==> config.mk <==
export PLATFORM = sky130hd
export DESIGN_NAME = pipe_stage_regs
export DESIGN_NICKNAME = d
export VERILOG_FILES = /design/src/rtl/pipe_pkg.sv /design/src/rtl/pipe_reg.sv /design/src/rtl/pipe_stage_regs.sv
export SDC_FILE = /design/constraint.sdc
export NUM_CORES = 1
export LEC_CHECK = 0
export ABC_AREA = 1
export BUFFER_PORTS_ARGS = -buffer_cell sky130_fd_sc_hd__buf_2
export CAP_MARGIN = 10
export CORE_AREA = 2 2 238 240
export DETAILED_ROUTE_END_ITERATION = 10
export DIE_AREA = 0 0 240 242
export PLACE_DENSITY_LB_ADDON = 0.1
export SYNTH_ARGS = -nofsm -noshare
export SYNTH_HDL_FRONTEND = slang
export SYNTH_HIERARCHICAL = 1
export SYNTH_SLANG_ARGS = --single-unit
==> constraint.sdc <==
create_clock -name clk -period 2.5 [get_ports clk]
set_clock_uncertainty 0.2 [all_clocks]
set_input_delay 0.5 -clock clk [delete_from_list [all_inputs] [get_ports clk]]
set_output_delay 0.5 -clock clk [all_outputs]
set_load 0.05 [all_outputs]
==> src/rtl/pipe_pkg.sv <==
// Pipeline payload types shared by the stage register bank.
//   ctrl_t      : decode-stage control bundle carried into E
//   fd_t..mw_t  : per-boundary register payloads
package pipe_pkg;

  localparam int unsigned XLEN   = 32;
  localparam int unsigned RADR_W = 4;

  typedef struct packed {
    logic       RegWrite;
    logic       MemtoReg;
    logic       MemWrite;
    logic       Branch;
    logic       PCSrc;
    logic [1:0] ALUControl;
    logic [3:0] Cond;
  } ctrl_t;

  localparam ctrl_t BUBBLE_CTRL = '0;

  typedef struct packed {
    logic            valid;
    logic [XLEN-1:0] instr;
    logic [XLEN-1:0] pc_plus4;
  } fd_t;

  typedef struct packed {
    logic              valid;
    ctrl_t             ctrl;
    logic [RADR_W-1:0] ra1;
    logic [RADR_W-1:0] ra2;
    logic [RADR_W-1:0] wa3;
    logic [XLEN-1:0]   src_a;
    logic [XLEN-1:0]   write_data;
    logic [XLEN-1:0]   ext_imm;
  } de_t;

  typedef struct packed {
    logic              reg_write;
    logic              memto_reg;
    logic              mem_write;
    logic              pc_src;
    logic [RADR_W-1:0] wa3;
    logic [XLEN-1:0]   alu_result;
    logic [XLEN-1:0]   write_data;
  } em_t;

  typedef struct packed {
    logic              reg_write;
    logic              memto_reg;
    logic              pc_src;
    logic [RADR_W-1:0] wa3;
    logic [XLEN-1:0]   alu_result;
    logic [XLEN-1:0]   read_data;
  } mw_t;

endpackage

==> src/rtl/pipe_reg.sv <==
// Generic stage register with async active-low reset; clr beats en.
//   clk, reset_n : clock / async reset
//   en           : load d when high
//   clr          : synchronous clear to zero (bubble), higher priority than en
//   d, q         : W-bit payload
module pipe_reg #(
  parameter int unsigned W = 1
) (
  input  logic         clk,
  input  logic         reset_n,
  input  logic         en,
  input  logic         clr,
  input  logic [W-1:0] d,
  output logic [W-1:0] q
);

  always_ff @(posedge clk or negedge reset_n) begin
    if (!reset_n)  q <= '0;
    else if (clr)  q <= '0;
    else if (en)   q <= d;
  end

endmodule

==> src/rtl/pipe_stage_regs.sv <==
// F/D, D/E, E/M, M/W boundary registers of the 5-stage ARM core, with
// stall/flush handling, hazard feedback and saturating stall/flush counters.
//   Hazard controls : StallF, StallD, FlushD, FlushE
//   F->D            : InstrF/PCPlus4F -> InstrD/PCPlus4D/ValidD
//   D->E            : decode controls, register addresses, operands -> ...E
//   E->M            : gated controls + ALU result -> ...M
//   M->W            : controls + ALU result + load data -> ...W
//   PCWrPendingF    : a PC write is in flight in D, E or M
//   Stats           : StallCount, FlushCount, cleared by clear_stats
module pipe_stage_regs
  import pipe_pkg::*;
#(
  parameter int unsigned CNT_W = 16
) (
  input  logic              clk,
  input  logic              reset_n,
  input  logic              StallF,
  input  logic              StallD,
  input  logic              FlushD,
  input  logic              FlushE,
  input  logic [31:0]       InstrF,
  input  logic [31:0]       PCPlus4F,
  output logic [31:0]       InstrD,
  output logic [31:0]       PCPlus4D,
  output logic              ValidD,
  input  logic              RegWriteD,
  input  logic              MemtoRegD,
  input  logic              MemWriteD,
  input  logic              BranchD,
  input  logic              PCSrcD,
  input  logic [1:0]        ALUControlD,
  input  logic [3:0]        CondD,
  input  logic [3:0]        RA1D,
  input  logic [3:0]        RA2D,
  input  logic [3:0]        WA3D,
  input  logic [31:0]       SrcAD,
  input  logic [31:0]       WriteDataD,
  input  logic [31:0]       ExtImmD,
  output logic              RegWriteE,
  output logic              MemtoRegE,
  output logic              MemWriteE,
  output logic              BranchE,
  output logic              PCSrcE,
  output logic [1:0]        ALUControlE,
  output logic [3:0]        CondE,
  output logic [3:0]        RA1E,
  output logic [3:0]        RA2E,
  output logic [3:0]        WA3E,
  output logic [31:0]       SrcAE,
  output logic [31:0]       WriteDataE,
  output logic [31:0]       ExtImmE,
  output logic              ValidE,
  input  logic              RegWriteGE,
  input  logic              MemWriteGE,
  input  logic              PCSrcGE,
  input  logic [31:0]       ALUResultE,
  output logic              RegWriteM,
  output logic              MemtoRegM,
  output logic              MemWriteM,
  output logic              PCSrcM,
  output logic [3:0]        WA3M,
  output logic [31:0]       ALUResultM,
  output logic [31:0]       WriteDataM,
  input  logic [31:0]       ReadDataM,
  output logic              RegWriteW,
  output logic              MemtoRegW,
  output logic              PCSrcW,
  output logic [3:0]        WA3W,
  output logic [31:0]       ALUResultW,
  output logic [31:0]       ReadDataW,
  output logic              PCWrPendingF,
  input  logic              clear_stats,
  output logic [CNT_W-1:0]  StallCount,
  output logic [CNT_W-1:0]  FlushCount
);

  localparam logic [CNT_W-1:0] CNT_MAX = '1;

  fd_t fd_d, fd_q;
  de_t de_d, de_q;
  em_t em_d, em_q;
  mw_t mw_d, mw_q;

  logic [CNT_W-1:0] stall_cnt_q;
  logic [CNT_W-1:0] flush_cnt_q;

  // Next-stage payload assembly
  always_comb begin
    fd_d          = '0;
    fd_d.valid    = 1'b1;
    fd_d.instr    = InstrF;
    fd_d.pc_plus4 = PCPlus4F;

    de_d                 = '0;
    de_d.valid           = fd_q.valid;
    de_d.ctrl.RegWrite   = RegWriteD;
    de_d.ctrl.MemtoReg   = MemtoRegD;
    de_d.ctrl.MemWrite   = MemWriteD;
    de_d.ctrl.Branch     = BranchD;
    de_d.ctrl.PCSrc      = PCSrcD;
    de_d.ctrl.ALUControl = ALUControlD;
    de_d.ctrl.Cond       = CondD;
    de_d.ra1             = RA1D;
    de_d.ra2             = RA2D;
    de_d.wa3             = WA3D;
    de_d.src_a           = SrcAD;
    de_d.write_data      = WriteDataD;
    de_d.ext_imm         = ExtImmD;

    em_d            = '0;
    em_d.reg_write  = RegWriteGE;
    em_d.memto_reg  = de_q.ctrl.MemtoReg;
    em_d.mem_write  = MemWriteGE;
    em_d.pc_src     = PCSrcGE;
    em_d.wa3        = de_q.wa3;
    em_d.alu_result = ALUResultE;
    em_d.write_data = de_q.write_data;

    mw_d            = '0;
    mw_d.reg_write  = em_q.reg_write;
    mw_d.memto_reg  = em_q.memto_reg;
    mw_d.pc_src     = em_q.pc_src;
    mw_d.wa3        = em_q.wa3;
    mw_d.alu_result = em_q.alu_result;
    mw_d.read_data  = ReadDataM;
  end

  // F/D: flush wins over stall (taken branch during a load-use stall)
  pipe_reg #(.W($bits(fd_t))) u_fd (
    .clk(clk), .reset_n(reset_n), .en(~StallD), .clr(FlushD), .d(fd_d), .q(fd_q)
  );

  // D/E: no stall; a flush inserts a bubble
  pipe_reg #(.W($bits(de_t))) u_de (
    .clk(clk), .reset_n(reset_n), .en(1'b1), .clr(FlushE), .d(de_d), .q(de_q)
  );

  pipe_reg #(.W($bits(em_t))) u_em (
    .clk(clk), .reset_n(reset_n), .en(1'b1), .clr(1'b0), .d(em_d), .q(em_q)
  );

  pipe_reg #(.W($bits(mw_t))) u_mw (
    .clk(clk), .reset_n(reset_n), .en(1'b1), .clr(1'b0), .d(mw_d), .q(mw_q)
  );

  // Saturating event counters; clear beats increment
  always_ff @(posedge clk or negedge reset_n) begin
    if (!reset_n) begin
      stall_cnt_q <= '0;
      flush_cnt_q <= '0;
    end else if (clear_stats) begin
      stall_cnt_q <= '0;
      flush_cnt_q <= '0;
    end else begin
      if (StallF && (stall_cnt_q != CNT_MAX)) stall_cnt_q <= stall_cnt_q + CNT_W'(1);
      if (FlushE && (flush_cnt_q != CNT_MAX)) flush_cnt_q <= flush_cnt_q + CNT_W'(1);
    end
  end

  assign InstrD   = fd_q.instr;
  assign PCPlus4D = fd_q.pc_plus4;
  assign ValidD   = fd_q.valid;

  assign RegWriteE   = de_q.ctrl.RegWrite;
  assign MemtoRegE   = de_q.ctrl.MemtoReg;
  assign MemWriteE   = de_q.ctrl.MemWrite;
  assign BranchE     = de_q.ctrl.Branch;
  assign PCSrcE      = de_q.ctrl.PCSrc;
  assign ALUControlE = de_q.ctrl.ALUControl;
  assign CondE       = de_q.ctrl.Cond;
  assign RA1E        = de_q.ra1;
  assign RA2E        = de_q.ra2;
  assign WA3E        = de_q.wa3;
  assign SrcAE       = de_q.src_a;
  assign WriteDataE  = de_q.write_data;
  assign ExtImmE     = de_q.ext_imm;
  assign ValidE      = de_q.valid;

  assign RegWriteM  = em_q.reg_write;
  assign MemtoRegM  = em_q.memto_reg;
  assign MemWriteM  = em_q.mem_write;
  assign PCSrcM     = em_q.pc_src;
  assign WA3M       = em_q.wa3;
  assign ALUResultM = em_q.alu_result;
  assign WriteDataM = em_q.write_data;

  assign RegWriteW  = mw_q.reg_write;
  assign MemtoRegW  = mw_q.memto_reg;
  assign PCSrcW     = mw_q.pc_src;
  assign WA3W       = mw_q.wa3;
  assign ALUResultW = mw_q.alu_result;
  assign ReadDataW  = mw_q.read_data;

  // Gated by reset_n so the output reads 0 while reset is held, even if PCSrcD is high
  assign PCWrPendingF = reset_n & (PCSrcD | de_q.ctrl.PCSrc | em_q.pc_src);

  assign StallCount = stall_cnt_q;
  assign FlushCount = flush_cnt_q;

endmodule

; After elaboration in Yosys (flattened, before gate mapping)
; Cells that the tools add are included.
[word_totals]
out_inout_bits = 361
input_bits = 257
wordCells = 25
ff_bits = 360
[op_classes]
eq_ne = 3
add_sub_neg = 2
n_mux = 7
n_reduce_logical = 4
n_bitwise = 3
[ops]
columns = cell, count
row1 = two-way mux 65 bit, 2
row2 = two-way mux 120 bit, 1
row3 = two-way mux 16 bit, 4
row4 = adder 16 x 1 -> 16 bit (second input constant), 2
row5 = inequality test 16 bit (second input constant), 2
row6 = nonzero test 2 bit, 2
row7 = logical AND 1 bit, 2
row8 = inequality test 2 x 1 -> 1 bit (second input constant), 1
row9 = bitwise OR 1 bit, 2
row10 = AND 1 bit, 1

; Longest topological paths before layout
; Gate-level depths: netlist of the first run.
[depth]
ltp_word = 4
depth_mapped = 10

; Hierarchy
; The synthesis of the first run kept the hierarchy.
[modules_own_cells]
columns = mod, area_each_um2, n_inst, cells_per_inst, seq_area_each_um2
row1 = pipe_reg (u_de), 4728.3, 1, 521, 3002.9
row2 = pipe_reg (u_em), 2915.3, 1, 312, 1801.7
row3 = pipe_reg (u_mw), 2880.3, 1, 308, 1776.7
row4 = pipe_reg (u_fd), 2591.2, 1, 283, 1626.6
row5 = pipe_stage_regs, 2073.2, 1, 313, 800.8

; Worst setup path after synthesis of the first run
; No wires, ideal clock.
[synth_path]
path_kind = register to register
start = register stall_cnt_q[0] (netlist: StallCount[0])
end = register stall_cnt_q[11] (netlist: StallCount[11])
path_stages_with_launch = 11
setup_time_ps = 66
slack_ps = 390
t_arrival_ps = 1844
period_less_slack_ps = 2110
path_cell_list = dfrtp_1 ha_1 nand2_1 nor2_4 nand2_2 nor2_2 nor2_1 nor2_4 buf_6 nand2_1 nand2_1
[synth_via]
elab_chain_len = 3
elab_cells_between_ends = 6
classes_between = 1 x add/sub / 1 x eq/ne / 2 x mux / 2 x reduce/logical
[synth_lines]
columns = element, line
row1 = from (decl), pipe_stage_regs.sv:84  ; logic [CNT_W-1:0] stall_cnt_q;
row2 = from (signal assigned), pipe_stage_regs.sv:155  ; if (StallF && (stall_cnt_q != CNT_MAX)) stall_cnt_q <= stall_cnt_q + CNT_W'(1);
row3 = adder 16 x 1 -> 16 bit or inequality test 16 bit (tied branches), pipe_stage_regs.sv:155
row4 = two-way mux 16 bit or logical AND 1 bit (tied branches), pipe_stage_regs.sv:155
row5 = two-way mux 16 bit or nonzero test 2 bit (tied branches), --
; Parallel ways exist; a longest one is shown, timed or not. The select of a mux whose other input is x is not followed.
; A chain may end at the register's enable or synchronous reset.

; Worst setup path after layout of the first run
[layout_path]
start = input PCSrcD
end = output PCWrPendingF
[layout_via]
elab_chain_len = 3
[layout_lines]
columns = element, line
row1 = from (decl), pipe_stage_regs.sv:30  ; input logic PCSrcD,
row2 = bitwise OR 1 bit (2 in a row), pipe_stage_regs.sv:195  ; assign PCWrPendingF = reset_n & (PCSrcD | de_q.ctrl.PCSrc | em_q.pc_src);
row3 = AND 1 bit, pipe_stage_regs.sv:195
row4 = to (decl), pipe_stage_regs.sv:71  ; output logic PCWrPendingF,
; No other way between the ends.

==> results of run 1 <==
synthesized netlist by cell type:
cell type    n  share of area [%]
buf_6        7               0.52
inv_1       32               0.79
nand2_1    780                 19
buf_4       30                1.5
o21ai_0      5               0.16
nand3b_1     2              0.099
clkinv_1     2              0.049
o21ba_2      1              0.066
nand3_1    351                 12
dfrtp_1    360                 59
nand4_1     18               0.74
clkbuf_8    13                1.2
nor2_8       3               0.40
buf_1        1              0.025
a21oi_1      5               0.16
clkbuf_1     6               0.15
nor3_1       1              0.033
conb_1       2              0.049
xor2_1       6               0.35
inv_2        3              0.074
nand2_2      2              0.082
ha_1         2               0.16
o31a_1       1              0.058
nor2_4       3               0.22
nor2_2       2              0.082
buf_2       52                1.7
nor2_1      46                1.1
xnor2_1      1              0.058
path summary, 6_finish.rpt:
check	endpoint	slack, ns	start	cells past startpoint
setup / recovery	PCWrPendingF	0.17	PCSrcD	4
max in group asynchronous	u_em/q[48]	0.88	reset_n	3
min in group asynchronous	u_de/q[92]	0.39	reset_n	3
hold / removal	u_em/q[48]	0.02	ALUResultE[16]	3
hold reg to reg	u_fd/q[61]	0.27	u_fd/q[61]	2
setup reg to reg	StallCount[0]	0.39	StallCount[0]	9
tightest hold or removal path, delay by kind of cell:
family / cells / cell delay, ns
and+or+nand+nor: 2 / 0.17
buffers and inverters: 1 / 0.08
flip-flops by register name, summed over array words and instances, names as in the netlist:
register,flops
u_de/q,120
StallCount,16
u_fd/q,65
FlushCount,16
u_em/q,72
u_mw/q,71
logic make-up after synthesis:
kind of cell	after synthesis	synth area share (%)
buf+inv	146	5.981
fa+ha+maj	2	0.1647
flops	360	59.31
other cells	2	0.04945
simple gates	1208	33.64
compound gates	12	0.4530
xor+xnor	7	0.4037
report_power, final:
part           switching [µW]  internal, µW  total, µW  leakage [µW]
registers                 177          6100       6280       0.00484
logic                    1900           766       2670       0.00733
clock network            2610          4080       6680      0.000745
total                    4680         10900      15600        0.0129
metrics by stage:
stage / hold WS (ns) / setup slack [ns] / utilization [%] / area (µm²)
final: 0.02338 / 0.1687 / 40.61 / 22640
after global routing: 0.02339 / 0.1483 / 40.61 / 22640
after CTS: 0.003983 / 0.08314 / 40.60 / 22630
after detailed placement: 0.2563 / 0.09010 / 33.52 / 18680
after global placement: 0.2526 / 0.1319 / 33.52 / 18680
after floorplan: 0.004409 / 0.3902 / - / 15220
layer usage:
metal | routed length [µm] | up-vias | GRT usage, %
li1 | - | 7191 | -
met1 | 24680 | 7101 | 24.97
met2 | 29600 | 510 | 34.44
met3 | 4342 | 87 | 5.697
met4 | 1422 | 8 | 5.298
met5 | 56 | - | 0
area by class of cell:
cell class | instances | area share (%)
flip-flops and latches | 360 | 39.80
repair buffers | 874 | 25.24
multi-input cells | 1240 | 23.48
clock buffers | 71 | 6.080
well taps | 756 | 4.179
inverters | 37 | 0.6246
clock inverters | 10 | 0.5859
diodes | 1 | 0.01106
timing repair:
item                                    4_1_cts  5_1_grt
endpoints found under the hold margin       478        0
resized for setup                             0        1
endpoints found under the setup margin        0       13
hold buffers                                244        0
==> results.json, run 1 <==
{
  "grt_pass1_wl_mm": 91.98,
  "fp.dieH_um": 242,
  "postCtsSetupRepairBufs": 0,
  "start_kind": "primary input",
  "syn_area_mm2": 0.01519,
  "syn_to_final_growth_pct": 49.03,
  "synth.avg_cell_area_um2": 8.744,
  "failed_checks": "max-slew violations",
  "worstHoldPathType": "in -> reg",
  "num_rows": 87,
  "arrival_ns": 1.63,
  "io_pins": 618,
  "grt_usage_pct": 20.21,
  "grt-ovfl-total": 0,
  "critical_path.slowest_cell": "dlygate4sd3_1",
  "final_common_cell": "nand2_1",
  "finalPower_uw": 15630,
  "synthDistinctLibCells": 28,
  "max_freq_ghz": 0.4289,
  "cp-end-kind": "output pin",
  "crit_path_max_fanout": 2,
  "die_w_um": 240,
  "ys_seq_area_share_pct": 59.31,
  "grt_pass1_vias": 15130,
  "drive_gt1_share_pct": 27.62,
  "path_clk_slew_ns": 0.05,
  "cts_sinks": 360,
  "place.gp.congestion": 0.8519,
  "hpwl_mm": 40.32,
  "synth-seq-cells": 360,
  "max_stage_delay_ns": 0.54,
  "seq_area_mm2": 0.009009,
  "crit_buf_inv": 3,
  "drc": 0,
  "ir_drop_uv": 468.9,
  "multi_input_area_mm2": 0.005315,
  "grt_max_degree": 147,
  "nFillCells": 5828,
  "core_mm2": 0.05573,
  "setup_tns_ns": 0,
  "maxCapViolCount": 0,
  "htreeDepth": 2,
  "cts_root_buffer": "clkbuf_16",
  "drtIter0Drc": 753,
  "cts_buffers": 45,
  "vias_per_cell": 4.448,
  "io_buffers": 617,
  "final_cell_mix": "780 x nand2_1, 616 x buf_2, 360 x dfrtp_1",
  "antenna_found_initial": 5,
  "dr.pass1.iters": 5,
  "setup-violations-final": 0,
  "nNetsFinal": 2817,
  "worst_slew_pin_slew_ns": 8.769,
  "netlist_instances": 1737,
  "yosys_warnings": 6,
  "critical_path.cell_chain": "dlygate4sd3_1, buf_2, o31a_1, buf_2",
  "slew_headroom_pct": -484.6,
  "rsz0062_at_grt": "false",
  "critPathTopFamily": "buffers and inverters",
  "path_class": "in -> out",
  "wl_mm": 60.10,
  "critPathMostFrequentCell": "buf_2",
  "initial_core_util_pct": 27.25,
  "vias": 14900,
  "dp.cells": 3023,
  "powerDensity_mw_per_mm2": 690.4,
  "ant_nets": 0,
  "clk_path_buf_depth": 3,
  "outcome": "finished, violations left",
  "cp.required_ns": 1.80,
  "maxSlewViolCount": 121,
  "finalCritPeriodShare_pct": 93.25,
  "cts_tree": "yes",
  "hold_viol": 0,
  "period_needed_ns": 2.331,
  "final_cells": 3349,
  "power_leakage_uw": 0.01292,
  "clk_latency_ns": 0.57,
  "wl_per_cell_um": 17.94,
  "die_area_mm2": 0.05808
}
No activity file was read; power rests on OpenSTA's default activity.
==> inputs of run 2 (changes only) <==
Settings changed: CORE_AREA 2 2 238 240 to 2 2 240 242, DIE_AREA 0 0 240 242 to 0 0 242 244.
==> results.json, run 2 (synthesized netlist as in run 1, its figures left out) <==
{
  "outcome": "finished, violations left",
  "failed_checks": "max-slew violations",
  "worst_slew_pin_slew_ns": 8.509,
  "wl_mm": 59.10,
  "seq_area_mm2": 0.009009,
  "wl_per_cell_um": 17.65,
  "cts_buffers": 45,
  "path_clk_slew_ns": 0.05,
  "critPathTopFamily": "buffers and inverters",
  "largest_register": "u_de/q",
  "place.gp.congestion": 0.8340,
  "nNetsFinal": 2822,
  "vias_per_cell": 4.412,
  "grt_pass1_wl_mm": 91.47,
  "path_class": "in -> out",
  "p_seq_share_pct": 41.1,
  "start_kind": "primary input",
  "combPwrFrac_pct": 17.4,
  "worstHoldPathType": "in -> reg",
  "drtIter0Drc": 805,
  "cp-end-kind": "output pin",
  "io_pins": 618,
  "finalCritPeriodShare_pct": 94.77,
  "hold_viol": 0,
  "maxSlewViolCount": 121,
  "io_buffers": 617,
  "largest_register_ffs": 120,
  "initial_core_util_pct": 27.04,
  "p_int_uw": 10660,
  "grt_max_degree": 132,
  "clkPwrFrac_pct": 41.5,
  "crit_path_max_fanout": 11,
  "drive_gt1_share_pct": 27.48,
  "utilization_pct": 40.17,
  "grt_pass1_vias": 15050,
  "finalPower_uw": 15270,
  "multi_input_area_mm2": 0.005313,
  "max_stage_delay_ns": 0.56,
  "arrival_ns": 1.67,
  "setup_slack_ns": 0.1308,
  "grt_usage_pct": 19.60,
  "core_mm2": 0.05617,
  "final_cell_mix": "780 x nand2_1, 616 x buf_2, 360 x dfrtp_1",
  "vias": 14780,
  "power_leakage_uw": 0.01288,
  "htreeDepth": 2,
  "fp.dieH_um": 244,
  "maxCapViolCount": 0,
  "slew_headroom_pct": -467.3,
  "switching_share_pct": 30.16,
  "final_common_cell": "nand2_1",
  "max_freq_ghz": 0.4221,
  "crit_buf_inv": 3,
  "antenna_found_initial": 5,
  "die_area_mm2": 0.05905,
  "critical_path.cell_chain": "dlygate4sd3_1, buf_8, o31a_1, buf_2",
  "nFillCells": 5867,
  "postCtsSetupRepairBufs": 0,
  "ant_nets": 0,
  "syn_to_final_growth_pct": 48.55,
  "num_rows": 87,
  "clk_latency_ns": 0.56,
  "p_switching_uw": 4605,
  "cp.required_ns": 1.80,
  "rsz0062_at_grt": "false",
  "grt-ovfl-total": 0,
  "drc": 0,
  "clk_path_buf_depth": 3,
  "dr.pass1.iters": 5,
  "reg.largest.list": "u_de/q x120, u_em/q x72, u_mw/q x71",
  "setup-violations-final": 0,
  "cts_tree": "yes",
  "powerDensity_mw_per_mm2": 676.7,
  "hpwl_mm": 40.20,
  "cts_root_buffer": "clkbuf_16",
  "ir_drop_uv": 440.8,
  "post-place-ws_ns": 0.1505,
  "period_needed_ns": 2.369,
  "setup_tns_ns": 0,
  "critical_path.slowest_cell": "dlygate4sd3_1",
  "die_w_um": 242,
  "cts_sinks": 360
}
[run 2: per-layer routing]
| metal | global-route usage [%] | wire [µm] | share of wire, % |
|---|---|---|---|
| met1 | 24.40 | 24630 | 42 |
| met2 | 33.74 | 29210 | 49 |
| met3 | 4.785 | 3813 | 6.5 |
| met4 | 5.592 | 1420 | 2.4 |
| met5 | 0 | 32 | 0.054 |
[run 2: cell type report]
type	count	area share, %
flip-flops and latches	360	39.93
repair buffers	879	25.42
multi-input cells	1240	23.55
clock buffers	64	5.762
well taps	756	4.192
inverters	37	0.6266
clock inverters	11	0.5046
diodes	2	0.02218
[run 2: what timing repair did]
item,4_1_cts,5_1_grt
endpoints found under the hold margin,329,0
hold buffers,248,0
gates resized for setup,0,0
[run 2: worst paths after layout]
check                      cells after the start  slack, ns     startpoint            end
max in group asynchronous                      3       0.87        reset_n     u_fd/q[29]
min reg2reg                                    2       0.27     u_fd/q[50]     u_fd/q[50]
max reg2reg                                    9       0.15  StallCount[0]  StallCount[8]
max                                            4       0.13        reset_n   PCWrPendingF
min in group asynchronous                      2       0.16        reset_n     u_de/q[78]
min                                            3       0.04  ReadDataM[10]     u_mw/q[10]
[run 2: power by group through the flow]
stage / registers [µW] / logic, µW / clock network (µW)
2_1_floorplan: 7330 / 554 / 0
6_report: 6280 / 2650 / 6340
3_3_place_gp: 6360 / 2260 / 0
3_5_place_dp: 6370 / 2270 / 0
5_1_grt: 6310 / 2830 / 6830
4_1_cts: 6280 / 2580 / 6570
[run 2: tightest hold or removal path, cell delays in order]
cell and delay [ns]:
buf_2 0.08, nand3_1 0.10, nand2_1 0.08
[run 2: through the flow]
step                      cell area [µm²]  instances  hold slack [ns]
after CTS                           22560       3347         0.002155
final                               22560       3349          0.04262
after detailed placement            18660       3024           0.1304
after floorplan                     15220       1746         0.004409
after global routing                22560       3349          0.02539
after global placement              18660       3024           0.1315
==> inputs of run 3 (changes only) <==
Settings changed: CELL_PAD_IN_SITES_DETAIL_PLACEMENT from default to 2, CELL_PAD_IN_SITES_GLOBAL_PLACEMENT from default to 2, CORE_AREA 2 2 240 242 to 2 2 239 241, DIE_AREA 0 0 242 244 to 0 0 241 243.
==> results.json, run 3 (synthesized netlist as in run 1, its figures left out) <==
{
  "grt_usage_pct": 24.45,
  "post-place-ws_ns": -0.07800,
  "reg2reg_depth": 9,
  "ir_drop_uv": 439.8,
  "final_common_cell": "nand2_1",
  "rrSetupSlack_ns": 0.24,
  "drtIter0Drc": 647,
  "max_freq_ghz": 0.4119,
  "period_needed_ns": 2.428,
  "outcome": "finished, violations left",
  "wl_mm": 72.16,
  "cp-startpoint": "reset_n",
  "die_area_mm2": 0.05856,
  "top_layer": "met5",
  "max_stage_delay_ns": 0.56,
  "vias": 15630,
  "ant_nets": 0,
  "arrival_ns": 1.73,
  "regToRegEndpoint": "StallCount[9]",
  "setup-violations-final": 0,
  "clk_latency_ns": 0.57,
  "hold_viol": 0,
  "num_rows": 87,
  "stdcell_area_mm2": 0.02255,
  "setup_tns_ns": 0,
  "cts_root_buffer": "clkbuf_16",
  "r2r-start": "StallCount[0]",
  "io_buffers": 617,
  "htreeDepth": 2,
  "grt_max_degree": 146,
  "met1_length_mm": 28.12,
  "maxSlewViolCount": 121,
  "setup_slack_ns": 0.07195,
  "worstHoldPathType": "in -> reg",
  "wl_per_cell_um": 21.54,
  "fp.dieH_um": 243,
  "drive_gt1_share_pct": 27.43,
  "rsz0062_at_grt": "false",
  "vias_per_cell": 4.664,
  "powerDensity_mw_per_mm2": 683.4,
  "power_leakage_uw": 0.01286,
  "cp.required_ns": 1.80,
  "drc": 0,
  "finalCritPeriodShare_pct": 97.12,
  "route.met3.wl_mm": 5.408,
  "start_kind": "primary input",
  "cts_tree": "yes",
  "maxCapViolCount": 0,
  "nFillCells": 6340,
  "worst_slew_pin_slew_ns": 8.636,
  "failed_checks": "max-slew violations",
  "io_pins": 618,
  "largest_register": "u_de/q",
  "critical_path.slowest_cell": "dlygate4sd3_1",
  "initial_core_util_pct": 27.15,
  "endpoint": "PCWrPendingF",
  "die_w_um": 241,
  "place.gp.congestion": 0.8231,
  "antenna_found_initial": 10,
  "hpwl_mm": 48.00,
  "critical_path.cell_chain": "dlygate4sd3_1, buf_8, o31a_1, buf_2",
  "cp-end-kind": "output pin",
  "finalPower_uw": 15410,
  "grt-ovfl-total": 0,
  "largest_register_ffs": 120,
  "cts_buffers": 46,
  "syn_to_final_growth_pct": 48.46,
  "grt_pass1_wl_mm": 110.5,
  "dr.pass1.iters": 4,
  "crit_path_max_fanout": 16,
  "core_mm2": 0.05595,
  "cts_sinks": 360,
  "clk_path_buf_depth": 3,
  "path_class": "in -> out",
  "reg.largest.list": "u_de/q x120, u_em/q x72, u_mw/q x71",
  "wl_met2_mm": 35.80,
  "grt_pass1_vias": 17870,
  "seq_area_mm2": 0.009009,
  "utilization_pct": 40.30,
  "nNetsFinal": 2816,
  "slew_headroom_pct": -477.9,
  "placed_cell_area_mm2": 0.01868,
  "path_clk_slew_ns": 0.05,
  "final_cell_mix": "780 x nand2_1, 616 x buf_2, 360 x dfrtp_1",
  "multi_input_area_mm2": 0.005315
}
==> run 3: cell count changes in the layout (fill, tap and decap cells not counted), sizes merged <==
| cell | delta |
|---|---|
| dlygate4sd3 | -5 |
| clkinvlp | -2 |
| inv | +2 |
| diode | +4 |
| buf | -2 |
| clkbuf | +9 |
| clkinv | -3 |
| bufinv | -2 |
==> run 3: where the power goes <==
group	switching [µW]	internal, µW	total [µW]	leakage (µW)
Sequential	187	6100	6290	0.00484
Clock	2660	3720	6380	0.000693
Combinational	1970	767	2740	0.00733
==> run 3: what timing repair did <==
action                                  CTS  global route
endpoints found under the setup margin   13             0
buffers inserted                          0             0
hold endpoints to repair                284             0
hold buffers                            243             0
resized for setup                         1             0
==> run 3: layer usage <==
layer  GRT usage, %  vias to the layer above
li1               -                     7185
met1          28.09                     7814
met2          42.34                      471
met3          7.426                      146
met4          9.332                       10
met5              0                        -
==> run 3: area by class of cell <==
cell class / count / area share (%)
well taps: 756 / 4.195
repair buffers: 872 / 25.31
clock inverters: 6 / 0.2330
inverters: 37 / 0.6270
flip-flops and latches: 360 / 39.95
multi-input cells: 1240 / 23.57
clock buffers: 73 / 6.043
diodes: 6 / 0.06659
==> run 3: metrics by stage <==
stage          std cells  hold WS, ns
3_5_place_dp        3022       0.1446
5_1_grt             3349      0.01039
2_1_floorplan       1746     0.004409
3_3_place_gp        3022       0.1470
6_report            3350      0.01213
4_1_cts             3344    0.0009417
==> run 3: worst min path at each step <==
stage	slack, ns	to	cells past startpoint	start
after floorplan	0.004	FlushCount[0]	0	reset_n
after global placement	0.15	StallCount[14]	1	reset_n
after detailed placement	0.14	StallCount[13]	1	reset_n
after CTS	0.0009	u_de/q[49]	3	WriteDataD[17]
after global routing	0.01	u_mw/q[3]	3	ReadDataM[3]
final	0.01	u_de/q[49]	3	WriteDataD[17]
==> run 3: critical path: cells and delay by family <==
kind | cells | cell delay (ns)
buf+inv | 3 | 1.04
compound gates | 1 | 0.17
